## src/rtl/pipe_pkg.sv

```systemverilog
// Shared pipeline definitions for the fetch front end: state encoding,
// reset PC and the all-zero bubble word that IF/ID treats as a no-op.
package pipe_pkg;

    localparam int XLEN = 32;

    localparam logic [XLEN-1:0] BUBBLE_INSTR     = '0;
    localparam logic [XLEN-1:0] RESET_PC_DEFAULT = '0;

    typedef enum logic [1:0] {
        IDLE = 2'd0,
        REQ  = 2'd1,
        WAIT = 2'd2,
        HOLD = 2'd3
    } fetch_state_t;

    function automatic logic [XLEN-1:0] align_pc(input logic [XLEN-1:0] target);
        return target & ~XLEN'(3);
    endfunction

endpackage

```

## src/rtl/imem_fetch_ctrl.sv

```systemverilog
// Fetch front end: owns the PC, keeps one imem request in flight and feeds
// {pc_out, instr_out} to IF/ID, with bubbles whenever nothing is ready.
//
//   state | meaning
//   IDLE  | first cycle after reset, no request yet
//   REQ   | imem_req asserted at pc, waiting for imem_gnt
//   WAIT  | request granted, waiting for imem_rvalid (kill = drop it)
//   HOLD  | captured instruction held on the outputs during stall
module imem_fetch_ctrl
    import pipe_pkg::*;
#(
    parameter logic [XLEN-1:0] RESET_PC = RESET_PC_DEFAULT,
    parameter logic [XLEN-1:0] BUBBLE   = BUBBLE_INSTR
) (
    input  logic            clk,
    input  logic            rst,
    input  logic            redirect_valid,
    input  logic [XLEN-1:0] redirect_target,
    input  logic            stall,
    output logic            imem_req,
    output logic [XLEN-1:0] imem_addr,
    input  logic            imem_gnt,
    input  logic            imem_rvalid,
    input  logic [XLEN-1:0] imem_rdata,
    output logic [XLEN-1:0] pc_out,
    output logic [XLEN-1:0] instr_out,
    output logic            instr_valid
);

    fetch_state_t    state, state_nxt;
    logic [XLEN-1:0] pc, pc_nxt;
    logic            kill, kill_nxt;
    logic            capture;
    logic            hold_out;

    assign imem_req  = (state == REQ);
    assign imem_addr = pc;

    always_ff @(posedge clk or negedge rst) begin
        if (!rst) begin
            state <= IDLE;
            pc    <= RESET_PC;
            kill  <= 1'b0;
        end else begin
            state <= state_nxt;
            pc    <= pc_nxt;
            kill  <= kill_nxt;
        end
    end

    always_comb begin
        state_nxt = state;
        pc_nxt    = pc;
        kill_nxt  = kill;
        capture   = 1'b0;
        hold_out  = 1'b0;
        case (state)
            IDLE: state_nxt = REQ;
            REQ: begin
                if (redirect_valid) begin
                    pc_nxt = align_pc(redirect_target);
                    // the old address was accepted, so its response must be dropped
                    if (imem_gnt) begin
                        state_nxt = WAIT;
                        kill_nxt  = 1'b1;
                    end
                end else if (imem_gnt) begin
                    state_nxt = WAIT;
                end
            end
            WAIT: begin
                if (redirect_valid) begin
                    pc_nxt = align_pc(redirect_target);
                    if (imem_rvalid) begin
                        kill_nxt  = 1'b0;
                        state_nxt = REQ;
                    end else begin
                        kill_nxt = 1'b1;
                    end
                end else if (imem_rvalid) begin
                    if (kill) begin
                        kill_nxt  = 1'b0;
                        state_nxt = REQ;
                    end else begin
                        capture   = 1'b1;
                        pc_nxt    = pc + XLEN'(4);
                        state_nxt = stall ? HOLD : REQ;
                    end
                end
            end
            HOLD: begin
                if (redirect_valid) begin
                    pc_nxt    = align_pc(redirect_target);
                    state_nxt = REQ;
                end else if (stall) begin
                    hold_out = 1'b1;
                end else begin
                    state_nxt = REQ;
                end
            end
            default: state_nxt = IDLE;
        endcase
    end

    // Capture shows for exactly one cycle unless the stall keeps it in HOLD.
    always_ff @(posedge clk or negedge rst) begin
        if (!rst) begin
            pc_out      <= '0;
            instr_out   <= BUBBLE;
            instr_valid <= 1'b0;
        end else if (capture) begin
            pc_out      <= pc;
            instr_out   <= imem_rdata;
            instr_valid <= 1'b1;
        end else if (!hold_out) begin
            instr_out   <= BUBBLE;
            instr_valid <= 1'b0;
        end
    end

endmodule

```

## config.mk

```make
export PLATFORM = sky130hd
export DESIGN_NAME = imem_fetch_ctrl
export DESIGN_NICKNAME = d
export VERILOG_FILES = /design/src/rtl/pipe_pkg.sv /design/src/rtl/imem_fetch_ctrl.sv
export SDC_FILE = /design/constraint.sdc
export NUM_CORES = 1
export LEC_CHECK = 0
export ABC_AREA = 0
export CAP_MARGIN = 30
export CORE_UTILIZATION = 45
export CTS_CLUSTER_DIAMETER = 150
export CTS_CLUSTER_SIZE = 28
export DETAILED_ROUTE_END_ITERATION = 16
export GPL_ROUTABILITY_DRIVEN = 0
export PLACE_DENSITY_LB_ADDON = 0.25
export SLEW_MARGIN = 5
export SYNTH_ARGS = -nofsm -noshare
export SYNTH_HDL_FRONTEND = slang
export SYNTH_SLANG_ARGS = --single-unit
```

## constraint.sdc

```tcl
create_clock -name clk -period 2.2 [get_ports clk]
set_input_delay 0.22 -clock clk [delete_from_list [all_inputs] [get_ports clk]]
set_output_delay 0.22 -clock clk [all_outputs]
set_load 0.01 [all_outputs]
```

Yosys cells after proc, flatten, opt, wreduce, memory -nomap -nowiden --
Index checks and enable logic that the tools add are counted.
Cells by class: $add $sub $neg 1, eq/ne operators 11, mux-type cells 31, reductions and logical operators 7
Operator list (number):
- two-way mux 32 bit | 6
- case mux 32 bit (2 select lines) | 1
- adder 32 x 3 -> 32 bit (second input constant) | 1
- two-way mux 2 bit | 8
- two-way mux 1 bit | 14
- != test 3 bit (second input constant) | 3
- case mux 2 bit (4 select lines) | 1
- AND reduction 4 bit | 2
- != test 2 bit (second input constant) | 3
- == test 2 bit (second input constant) | 2
- != test 2 x 1 -> 1 bit (second input constant) | 2
- nonzero test 2 bit | 2
- AND reduction 3 bit | 1
- == test 2 x 1 -> 1 bit (second input constant) | 1
- logical NOT 2 bit | 1
- case mux 1 bit (2 select lines) | 1
- OR reduction 2 bit | 1
Word-level totals: bits in registers 100, input bits 70, output and inout bits 98, logic and storage cells 56

Longest topological paths before layout --
depth in word-level cells 5, gate-level depth with buffers 10, depth with buffers taken out 6

Worst setup path after synthesis --
Ideal clock, no wire load.
kind register to register, start reg state[0], end reg pc[25] (netlist: imem_addr[25]), setup time 0.069 ns, arrival 1.866 ns, data required time 2.131 ns, setup slack 0.265 ns, stages on the path, launching flop included 8, path buffers 2, period minus slack after synthesis 1.935 ns, cell sequence dfrtp_1 ha_1 buf_2 or3_4 buf_6 nor2_1 or4b_1 nand3_1
On the way: longest elaborated chain between the ends 4, elaborated cells between the ends (all ways) 10, those cells by class eq/ne (6); mux (1); reduce/logical (3)
Ends and longest elaborated chain:
- start: declaration | RTL line imem_fetch_ctrl.sv:30 | fetch_state_t state, state_nxt;
- start signal: assignment | RTL line imem_fetch_ctrl.sv:45 | state <= state_nxt;
- == test 2 x 1 -> 1 bit *
- named net imem_req | RTL line imem_fetch_ctrl.sv:20 | output logic imem_req,
- OR reduction 2 bit (no source line) *
- != test 2 x 1 -> 1 bit (no source line) or nonzero test 2 bit (tied branches)
- AND reduction 4 bit (no source line)
- end signal: assignment | RTL line imem_fetch_ctrl.sv:46 | pc <= pc_nxt;
- end: declaration | RTL line imem_fetch_ctrl.sv:31 | logic [XLEN-1:0] pc, pc_nxt;
Mark *: on every way through the listed nets, which the timed path passes. The rest lies on a longest branch. A chain may end at the register's enable or synchronous reset.

Final worst setup path --
start reg state[1], end out imem_req
On the way: longest elaborated chain between the ends 1
Ends and longest elaborated chain:
- == test 2 x 1 -> 1 bit | RTL line imem_fetch_ctrl.sv:36 | assign imem_req = (state == REQ);
- end: declaration | RTL line imem_fetch_ctrl.sv:20
No other way between the ends.

==> impl_metrics.py <==
metrics = {
    "worst_setup_path": {
        "crit_arrival_ns": 1.91,
        "cp_max_fo": 6,
        "path_buf_inv": 3,
        "worst_path_max_delay_cell": "clkdlybuf4s50_1",
        "worstSetupEndpointType": "output pin",
        "cp.required_ns": 1.98,
        "crit_start": "state[1]",
        "r2r_start": "state[0]",
        "cp_top_family": "buffers and inverters",
        "cpPeakStageDelay_ns": 0.54,
        "start_kind": "flop",
        "critPathKind": "flop to output pin",
        "worstPathCellList": "inv_1 > ha_1 > buf_4 > clkdlybuf4s50_1",
    },
    "clock_tree": {
        "cts.sinks": 96,
        "post_cts_buffers": 0,
        "worstSkewPairLatency_ns": 0.36,
        "cts_root_buffer": "clkbuf_8",
        "cts_tree": "yes",
        "cts_buffer_depth": 2,
        "numCtsBuffers": 9,
        "clk_pin_slew_ns": 0.09,
        "htreeDepth": 3,
    },
    "timing": {
        "hold_violations": 0,
        "setup_ws_ns": 0.0659,
        "finalCritPeriodShare_pct": 97.0,
        "timing.fmax_mhz": 469,
        "slew_headroom_pct": 57.8,
        "fin_skew_ns": 0.0137,
        "min_period_ns": 2.13,
        "slew_violations": 0,
        "rsz0062_at_grt": "yes",
        "setup_viol": 0,
        "worstMarginPinSlew_ns": 0.633,
    },
    "logic_synthesis": {
        "yosysSeqAreaShare_pct": 50.8,
        "synth_area_leaders": "dfrtp_1 51%, nand2_1 8.3%, a22o_1 6.1%, nand3_1 2.1%, o21ai_0 2.0%",
        "synth_top_area_cell": "dfrtp_1",
        "synth_cell_type_count": 52,
        "synth.most_common_cell": "nand2_1",
        "yosysWarnings": 0,
        "synth_edf_count": 0,
        "synth-seq-cells": 96,
        "synth_top_area_share_pct": 50.8,
        "syn_area_per_cell_um2": 9.69,
        "synthArstFlopShare_pct": 100,
        "netlist_area_mm2": 0.00473,
        "yosys_most_used_dff": "dfrtp_1",
        "synth_common_cells": "104 x nand2_1, 96 x dfrtp_1, 33 x a22o_1",
        "synth_cells": 488,
    },
    "drt": {
        "wire_per_inst_um": 17.6,
        "dr.pass1.iters": 5,
        "via_per_inst": 5.75,
        "routed_wl_um": 13800,
        "drtIter0Drc": 408,
        "final_antenna_net_count": 0,
        "vias": 4512,
        "drc_errors": 0,
    },
    "cells_and_area": {
        "num_antenna_cells": 0,
        "postLayoutCoreUtil_pct": 65.8,
        "area_delta_synth_final_pct": 43.0,
        "finalNetCount": 722,
        "drive_gt1_share_pct": 8.78,
        "fillCellCount": 846,
    },
    "min_path": {
        "worst_hold_path_type": "primary input to asynchronous set/reset pin",
    },
    "pwr": {
        "p_per_area_mw_per_mm2": 1200,
        "peakVddDrop_v": 0.000670,
        "p_leak_nw": 2.90,
    },
    "placement": {
        "portBuffers": 161,
        "dp_slack_ns": 0.0865,
        "dpl.hpwl_um": 9940,
    },
    "die": {
        "ios": 168,
        "die_area_mm2": 0.0109,
        "die_y_um": 105,
        "fp.dieW_um": 105,
        "fp-row-count": 37,
        "start_util_pct": 46.0,
        "core-area_mm2": 0.0103,
    },
    "grt": {
        "grt_util_all_layers_pct": 26.4,
        "grt_pass1_vias": 4455,
        "grt_max_degree": 50,
        "grt_overflow": 0,
        "grt_pass1_wl_um": 22700,
        "antenna_found_initial": 0,
    },
    "run": {
        "cap_violations": 0,
    },
    "status": {
        "outcome": "finished, final reports clean",
    },
}
-- report_power, final --
| group | switching [mW] | internal (mW) | total [mW] | leakage, nW |
|---|---|---|---|---|
| logic | 1.97 | 1.99 | 3.96 | 1.57 |
| registers | 0.630 | 2.33 | 2.96 | 1.24 |
| clock network | 0.576 | 0.620 | 1.20 | 0.0970 |
-- cells by family (layout without fill, tap and decap cells) --
group	after synthesis	after routing	share of synthesized area [%]
muxes	2	2	0.423
buffers and inverters	55	213	5.85
DFF	96	96	50.8
and+or+nand+nor	199	199	21.1
adders and majority gates	5	5	1.32
other	1	4	0.0793
AOI/OAI and AO/OA	130	130	20.4
-- layer usage --
layer / vias up / share of wire (%) / routed length (um) / global-route usage [%]
li1: 2105 / - / - / -
met1: 2167 / 43 / 5860 / 34.8
met2: 224 / 49 / 6720 / 43.3
met3: 16 / 7.4 / 1020 / 6.39
met4: 0 / 1.4 / 187 / 7.55
met5: - / 0 / 0 / 0
-- flip-flops by register name, summed over array words and instances, names as in the netlist --
name         flops
instr_valid      1
imem_addr       30
state            2
kill             1
pc_out          30
instr_out       32
-- placed cells by master (no fill, tap or decap), drive strengths merged, types with 7 or more instances in the layout --
cell	synthesis	layout
o211ai	7	7
a21oi	16	16
nand2	104	104
and3	8	8
and4	9	9
clkbuf	25	9
o32ai	9	9
a211oi	8	8
nand3	20	20
inv	7	7
nor2	13	13
o21ai	20	20
clkdlybuf4s50	0	160
dfrtp	96	96
nand4	12	12
a22o	33	33
buf	23	32
nor3	9	9
-- layout make-up --
class,count,area [um^2],share of cell area [%]
clock inverter,4,72.6,1.07
inverter,7,26.3,0.389
timing repair buffer,193,1890,27.9
sequential,96,2400,35.5
clock buffer,9,124,1.83
tap,136,170,2.52
multi-input combinational,340,2080,30.7
-- path summary, 6_finish.rpt --
check	to	slack [ns]	cells after the start
worst max-delay path	imem_req	0.07	4
worst min-delay path	instr_out[14]	0.42	2
worst max register to register	imem_addr[19]	0.07	6
worst min register to register	pc_out[8]	0.48	2
max in group asynchronous	pc_out[27]	1.13	3
min in group clk	imem_addr[3]	0.45	3
-- what timing repair did --
item	CTS	global route
endpoints found under the hold margin	47	0
hold buffers	1	0
gates resized for setup	0	0
endpoints found under the setup margin	0	6
-- stage by stage --
| step | hold slack, ns | std cells | total power, mW | area (um^2) | TNS (ns) |
|---|---|---|---|---|---|
| 2_1_floorplan | -0.0756 | 491 | 4.89 | 4740 | 0 |
| 4_1_cts | 0.429 | 785 | 8.14 | 6760 | 0 |
| 6_report | 0.423 | 785 | 8.12 | 6760 | 0 |
| 5_1_grt | 0.448 | 785 | 8.63 | 6760 | -0.143 |
| 3_3_place_gp | 0.277 | 771 | 6.78 | 6560 | 0 |
| 3_5_place_dp | 0.283 | 771 | 6.92 | 6560 | 0 |
Power figures use the tool's default switching activity.
